===== config.mk =====
export PLATFORM = sky130hd
export DESIGN_NAME = fetch_unit
export DESIGN_NICKNAME = d
export VERILOG_FILES = /design/src/rtl/fetch_pkg.sv /design/src/rtl/fetch_buf.sv /design/src/rtl/fetch_unit.sv
export SDC_FILE = /design/constraint.sdc
export NUM_CORES = 1
export LEC_CHECK = 0
export CAP_MARGIN = 0
export CORE_MARGIN = 2
export CORE_UTILIZATION = 40
export DETAILED_ROUTE_END_ITERATION = 12
export GPL_TIMING_DRIVEN = 0
export PLACE_DENSITY = 0.67
export SETUP_SLACK_MARGIN = 0.02
export SKIP_CTS_REPAIR_TIMING = 1
export SLEW_MARGIN = 20
export SYNTH_ARGS = -nofsm -noshare
export SYNTH_HDL_FRONTEND = slang
export SYNTH_SLANG_ARGS = --single-unit

===== constraint.sdc =====
create_clock -name clk -period 2.96 [get_ports clk]
set_input_delay 0.444 -clock clk [delete_from_list [all_inputs] [get_ports clk]]
set_output_delay 0.444 -clock clk [all_outputs]
set_load 0.05 [all_outputs]

===== src/rtl/fetch_pkg.sv =====
// Shared definitions for the instruction-fetch stage.
//   fetch_state_e : fetch controller states (BOOT, RUN, FLUSH)
//   INSTR_BYTES   : PC increment per fetched word
//   NOP_INSTR     : instruction presented when nothing valid is held
//   fetch_entry_t : one fetch-buffer slot (PC tag, instruction word, filled flag)
package fetch_pkg;

    typedef enum logic [1:0] {
        BOOT  = 2'd0,
        RUN   = 2'd1,
        FLUSH = 2'd2
    } fetch_state_e;

    localparam int              INSTR_BYTES = 4;
    localparam int              XLEN        = 32;
    localparam logic [XLEN-1:0] NOP_INSTR   = 32'h0000_0013;

    typedef struct packed {
        logic [XLEN-1:0] pc;
        logic [XLEN-1:0] instr;
        logic            filled;
    } fetch_entry_t;

endpackage


===== src/rtl/fetch_buf.sv =====
// Circular buffer holding fetched instructions and their PCs.
// Slots are reserved at the tail when a request is granted, filled in order
// when the response returns, and popped from the head when decode accepts.
// Ports:
//   clk, rst_n        : clock, asynchronous active-low reset
//   clear_i           : drop every slot (redirect)
//   reserve_i/_pc_i   : allocate the tail slot tagged with a PC
//   fill_i/_data_i    : write the oldest reserved-but-unfilled slot
//   pop_i             : release the head slot
//   head_o            : head slot contents
//   occupancy_o       : number of filled (buffered) slots
//   pending_o         : number of reserved slots still awaiting data
module fetch_buf
    import fetch_pkg::*;
#(
    parameter int DEPTH = 2
) (
    input  logic                       clk,
    input  logic                       rst_n,
    input  logic                       clear_i,
    input  logic                       reserve_i,
    input  logic [XLEN-1:0]            reserve_pc_i,
    input  logic                       fill_i,
    input  logic [XLEN-1:0]            fill_data_i,
    input  logic                       pop_i,
    output fetch_entry_t               head_o,
    output logic [$clog2(DEPTH+1)-1:0] occupancy_o,
    output logic [$clog2(DEPTH+1)-1:0] pending_o
);

    localparam int PW = (DEPTH > 1) ? $clog2(DEPTH) : 1;
    localparam int CW = $clog2(DEPTH + 1);

    // Pointers carry an extra wrap bit so equal indices can mean empty or full.
    logic [PW:0]  head_q, fill_q, tail_q;
    fetch_entry_t mem_q [DEPTH];

    // Advance a pointer; wraps explicitly so non-power-of-two depths work.
    function automatic logic [PW:0] ptr_inc(input logic [PW:0] p);
        if (p[PW-1:0] == PW'(DEPTH - 1)) begin
            return {~p[PW], PW'(0)};
        end
        return {p[PW], p[PW-1:0] + 1'b1};
    endfunction

    // Number of slots from pointer b up to (not including) pointer a.
    function automatic logic [CW-1:0] ptr_dist(input logic [PW:0] a, input logic [PW:0] b);
        int d;
        if (a[PW] == b[PW]) begin
            d = int'(a[PW-1:0]) - int'(b[PW-1:0]);
        end else begin
            d = DEPTH - int'(b[PW-1:0]) + int'(a[PW-1:0]);
        end
        return CW'(d);
    endfunction

    always_ff @(posedge clk or negedge rst_n) begin
        if (!rst_n) begin
            head_q <= '0;
            fill_q <= '0;
            tail_q <= '0;
            for (int i = 0; i < DEPTH; i++) begin
                mem_q[i] <= '{pc: '0, instr: NOP_INSTR, filled: 1'b0};
            end
        end else if (clear_i) begin
            head_q <= '0;
            fill_q <= '0;
            tail_q <= '0;
            for (int i = 0; i < DEPTH; i++) begin
                mem_q[i].filled <= 1'b0;
            end
        end else begin
            // Reserve, fill and pop always address distinct slots: reserve
            // only happens when not full, fill only when a slot is pending,
            // pop only when the head is already filled.
            if (reserve_i) begin
                mem_q[tail_q[PW-1:0]].pc     <= reserve_pc_i;
                mem_q[tail_q[PW-1:0]].filled <= 1'b0;
                tail_q                       <= ptr_inc(tail_q);
            end
            if (fill_i) begin
                mem_q[fill_q[PW-1:0]].instr  <= fill_data_i;
                mem_q[fill_q[PW-1:0]].filled <= 1'b1;
                fill_q                       <= ptr_inc(fill_q);
            end
            if (pop_i) begin
                mem_q[head_q[PW-1:0]].filled <= 1'b0;
                head_q                       <= ptr_inc(head_q);
            end
        end
    end

    always_comb begin
        head_o      = mem_q[head_q[PW-1:0]];
        occupancy_o = ptr_dist(fill_q, head_q);
        pending_o   = ptr_dist(tail_q, fill_q);
    end

endmodule


===== src/rtl/fetch_unit.sv =====
// Instruction-fetch stage: owns the PC, issues word fetches to instruction
// memory, buffers returned words and hands them to decode. A redirect from
// downstream flushes wrong-path work and restarts fetch at the target.
// Ports:
//   clk, rst                     : clock, asynchronous active-low reset
//   imem_req/imem_addr/imem_gnt  : fetch request channel
//   imem_rvalid/imem_rdata       : in-order response channel
//   redirect/redirect_target     : taken branch/jump from downstream
//   instr_valid/instr/pc_out     : instruction handed to decode
//   instr_ready                  : decode accepts the instruction
module fetch_unit
    import fetch_pkg::*;
#(
    parameter int                    DATA_WIDTH = 32,
    parameter int                    ADDR_WIDTH = 32,
    parameter logic [ADDR_WIDTH-1:0] RESET_PC   = '0,
    parameter int                    DEPTH      = 2
) (
    input  logic                  clk,
    input  logic                  rst,
    output logic                  imem_req,
    output logic [ADDR_WIDTH-1:0] imem_addr,
    input  logic                  imem_gnt,
    input  logic                  imem_rvalid,
    input  logic [DATA_WIDTH-1:0] imem_rdata,
    input  logic                  redirect,
    input  logic [ADDR_WIDTH-1:0] redirect_target,
    output logic                  instr_valid,
    output logic [DATA_WIDTH-1:0] instr,
    output logic [ADDR_WIDTH-1:0] pc_out,
    input  logic                  instr_ready
);

    localparam int CW = $clog2(DEPTH + 1);

    fetch_state_e          state_q;
    logic [ADDR_WIDTH-1:0] fetch_pc_q, fetch_pc_d;
    logic [CW-1:0]         drop_cnt_q, drop_cnt_d;
    logic [CW-1:0]         occupancy, pending;
    fetch_entry_t          head;
    logic                  grant, fill, pop, rsp_due;
    logic                  unused_tgt_lsbs;

    // Targets are forced to word alignment; the dropped bits are not trapped.
    assign unused_tgt_lsbs = ^redirect_target[1:0];

    fetch_buf #(
        .DEPTH (DEPTH)
    ) u_buf (
        .clk          (clk),
        .rst_n        (rst),
        .clear_i      (redirect),
        .reserve_i    (grant),
        .reserve_pc_i (fetch_pc_q),
        .fill_i       (fill),
        .fill_data_i  (imem_rdata),
        .pop_i        (pop),
        .head_o       (head),
        .occupancy_o  (occupancy),
        .pending_o    (pending)
    );

    always_comb begin
        // Pending requests plus buffered words never exceed the buffer size,
        // so every granted request already owns the slot its data lands in.
        imem_req  = (state_q == RUN) && !redirect &&
                    (({1'b0, pending} + {1'b0, occupancy}) < (CW + 1)'(DEPTH));
        imem_addr = fetch_pc_q;
        grant     = imem_req && imem_gnt;

        // A response is only meaningful if something is still owed to us.
        rsp_due   = imem_rvalid && ((pending != '0) || (drop_cnt_q != '0));
        fill      = imem_rvalid && (state_q == RUN) && (pending != '0) && !redirect;

        instr_valid = head.filled && !redirect;
        pop         = instr_valid && instr_ready;
        instr       = head.filled ? head.instr : NOP_INSTR;
        pc_out      = head.filled ? head.pc : '0;

        // On redirect every request still in flight becomes a response to
        // discard; a response arriving in the same cycle is already gone.
        if (redirect) begin
            drop_cnt_d = drop_cnt_q + pending - CW'(rsp_due);
        end else if ((state_q == FLUSH) && rsp_due) begin
            drop_cnt_d = drop_cnt_q - 1'b1;
        end else begin
            drop_cnt_d = drop_cnt_q;
        end

        if (redirect) begin
            fetch_pc_d = {redirect_target[ADDR_WIDTH-1:2], 2'b00};
        end else if (grant) begin
            fetch_pc_d = fetch_pc_q + ADDR_WIDTH'(INSTR_BYTES);
        end else begin
            fetch_pc_d = fetch_pc_q;
        end
    end

    always_ff @(posedge clk or negedge rst) begin
        if (!rst) begin
            state_q    <= BOOT;
            fetch_pc_q <= RESET_PC;
            drop_cnt_q <= '0;
        end else begin
            fetch_pc_q <= fetch_pc_d;
            drop_cnt_q <= drop_cnt_d;
            case (state_q)
                BOOT:    state_q <= RUN;
                RUN:     if (redirect && (drop_cnt_d != '0)) state_q <= FLUSH;
                FLUSH:   if (drop_cnt_d == '0) state_q <= RUN;
                default: state_q <= BOOT;
            endcase
        end
    end

`ifndef SYNTHESIS
    // A response nobody is waiting for is ignored, but it means the memory
    // side has broken the in-order one-response-per-grant contract.
    a_no_spurious_rvalid : assert property (
        @(posedge clk) disable iff (!rst)
        !(imem_rvalid && (pending == '0) && (drop_cnt_q == '0))
    );
`endif

endmodule


==> results.yml, run 1 <==
global_route:
  grt_max_degree: 90
  antenna_found_initial: 0
  grt_pass1_wl_mm: 34.3
  grt_pass1_vias: 6176
  overflow: 0
  track_usage: 0.201
detailed_routing:
  drt-wirelength-per-cell_um: 18.6
  drcViolationCount: 0
  routed_wl_mm: 22.4
  firstDrtPassIters: 5
  vias: 6379
  drtAntennaViolNets: 0
  routed_via_density: 5.30
  drt_iter0_markers: 342
logic_synthesis:
  synth-main-ff-cell: "dfrtp_1"
  syn_inst: 713
  synthArstFlopShare: 1.00
  synth-edff-count: 0
  synth-seq-cells: 166
  ys_types: 56
  synth.avg_cell_area_um2: 11.6
  yosysSeqAreaShare: 0.503
  yosys_warnings: 0
  syn_area_um2: 8270
pwr:
  vdd_ir_drop_max_mv: 0.458
  p_per_area_nw_per_um2: 841
  p_leak_uw: 0.00605
timing:
  skew_ns: 0.0129
  relSlewSlack: 0.513
  fin_ws_ns: -0.108
  slew_viol_final: 0
  fmax_mhz: 326
  hold_viol_final: 4
  setup_violations: 38
  min_period_over_period: 1.04
  period_minus_slack_ns: 3.07
  fin_worst_hold_slack_ns: -0.0135
  rsz0062_at_grt: "true"
  worstMarginPinSlew_ns: 0.726
critical_path:
  crit_required_ns: 3.28
  cp_top_family: "simple AND/OR/NAND/NOR gates"
  cp_common_cell: "buf_6"
  cp.arrival_ns: 3.39
  cp_max_fo: 7
  slowest_stage: "or4b_4"
  slowest_delay_ns: 0.60
  crit_path_cell_trace: "inv_4, ha_4, or2_4, fa_1, nand2_2, or4b_4, nor2_4, buf_6, buf_6, buf_6, mux2_4"
  crit_buf_inv: 4
  crit_path_end_kind: "flip-flop"
  start_kind: "flip-flop"
  crit_type: "reg2reg"
floorplanning:
  placementRows: 52
  initial_utilization: 0.409
  die_w_um: 148
  die-area_um2: 21800
  core_area_um2: 20200
  io_pins: 168
  die_h_um: 148
layout:
  antenna_cells: 0
  regArea_um2: 4160
  fillers: 1633
  area_growth_pct: 43.4
  multi_input_area_um2: 4200
  nNetsFinal: 999
  stdcell_area_um2: 11900
  final_util: 0.586
  drive_gt1_frac: 0.294
clocking:
  root_buffer: "clkbuf_16"
  clk_pin_slew_ns: 0.07
  htree_num_levels: 4
  cts_buffers: 17
  cts_tree: "done"
  cts.sinks: 166
  clock_latency_ns: 0.43
  clockBufferDepth: 2
place:
  io_buffers: 160
  dpl.hpwl_mm: 14.9
  place_area_um2: 10400
  gp_congestion: 0.815
worst_hold_path:
  hp-class: "in2async"
outcome:
  status: "complete, but fails checks"
  violations: "hold timing, setup timing"
job:
  cap_violations: 0
state kept, by name (all words and copies together) (netlist names):
register	count
drop_cnt_q	2
imem_addr	30
state_q	2
u_buf.fill_q	2
u_buf.head_q	2
u_buf.mem_q	126
u_buf.tail_q	2
layer usage:
layer / GRT usage / vias up / share of wire
met5: 0 / - / 0
met4: 0.0567 / 0 / 0.017
met3: 0.0463 / 27 / 0.062
met2: 0.308 / 220 / 0.46
met1: 0.287 / 3163 / 0.46
li1: - / 2969 / -
final cells by class:
| cell class | count | area share |
|---|---|---|
| clock inverter | 12 | 0.0121 |
| timing repair buffer | 186 | 0.179 |
| sequential | 166 | 0.351 |
| inverter | 14 | 0.00517 |
| buffer | 46 | 0.0318 |
| multi-input combinational | 489 | 0.354 |
| clock buffer | 20 | 0.0377 |
| tap | 270 | 0.0285 |
cell families (layout without fill, tap and decap cells):
| kind of cell | count (synthesis) | after routing | synth area share |
|---|---|---|---|
| and+or+nand+nor | 198 | 198 | 0.113 |
| muxes | 178 | 178 | 0.246 |
| DFF | 166 | 166 | 0.503 |
| AOI/OAI and AO/OA | 90 | 90 | 0.0728 |
| buffers and inverters | 61 | 278 | 0.0380 |
| xor gates and xnor gates | 10 | 10 | 0.0115 |
| adders and majority gates | 9 | 9 | 0.0145 |
| other | 1 | 4 | 0.000453 |
per-stage QoR:
| stage | power [uW] | hold WS [ns] | std cells | setup TNS, ns | setup WS, ns |
|---|---|---|---|---|---|
| 2_1_floorplan | 6080 | 0.148 | 716 | -1.31 | -0.0863 |
| 3_3_place_gp | 7020 | 0.462 | 1146 | -942.02 | -6.23 |
| 3_5_place_dp | 7100 | 0.469 | 1147 | -29.46 | -0.518 |
| 4_1_cts | 9370 | 0.00856 | 1179 | -59.47 | -0.764 |
| 5_1_grt | 10500 | 0.0290 | 1203 | -6.12 | -0.210 |
| 6_report | 9970 | -0.0135 | 1203 | -2.34 | -0.108 |
report_power, final:
| part | switching [uW] | leakage [uW] | total [uW] | internal, uW |
|---|---|---|---|---|
| sequential | 577 | 0.00209 | 3670 | 3100 |
| clock | 968 | 0.000278 | 2250 | 1280 |
| combinational | 1960 | 0.00368 | 4050 | 2080 |
path summary, 6_finish.rpt:
path                            startpoint               end  slack, ns  depth (start not counted)
setup / recovery           u_buf.tail_q[0]  u_buf.mem_q[101]      -0.11                         11
hold / removal                         rst    u_buf.mem_q[9]      -0.01                          1
setup reg to reg           u_buf.tail_q[0]  u_buf.mem_q[101]      -0.11                         11
min in group clk           u_buf.mem_q[56]   u_buf.mem_q[56]       0.48                          2
max in group asynchronous              rst   u_buf.fill_q[0]       2.10                          2
hold reg to reg            u_buf.mem_q[56]   u_buf.mem_q[56]       0.48                          2
Yosys cell counts (5+ instances only):
cell,number,area share
dfrtp_1,160,0.48
a31oi_1,5,0.0038
o311ai_0,9,0.0095
buf_1,7,0.0032
and3_1,5,0.0038
nor2b_1,5,0.0038
inv_1,13,0.0059
nand4_1,5,0.0038
nor2_1,76,0.034
nand2_1,48,0.022
clkbuf_1,21,0.0095
ha_1,8,0.012
xnor2_1,6,0.0064
o21ai_0,36,0.022
buf_2,11,0.0067
nand3_1,18,0.011
dfstp_2,6,0.019
mux2i_1,63,0.076
nor4_1,8,0.0061
a21oi_1,11,0.0067
a221o_1,10,0.012
mux2_2,85,0.12
mux2_4,30,0.054
nor3_1,7,0.0042
cell usage in the layout (no fill, tap or decap), drive strengths merged, types with 6 or more instances in the layout:
cell type      count
o21ai             36
nor4               8
nand3             18
clkdlybuf4s50     97
nor3               9
inv               17
buf               46
ha                 8
dfstp              6
nor2              77
a21oi             12
a221o             10
dlymetal6s2s      60
clkbuf            49
o311ai             9
mux2i             63
dfrtp            160
nand2             48
mux2             115
xnor2              7
worst register-to-register path: cells and delay by family, from the launching register on:
kind                     cells  cell delay (ns)
AND/OR/NAND/NOR              4             1.08
adder cells (fa/ha/maj)      2             0.72
buffers and inverters        4             0.46
flip-flops                   1             0.44
multiplexers                 1             0.28
No activity file was read; power rests on OpenSTA's default activity.
==> inputs of run 2 (changes only) <==
- GPL_ROUTABILITY_DRIVEN: unset -> 0
==> results of run 2 <==
The final DEF is identical to that of run 1; final timing and power are the same.
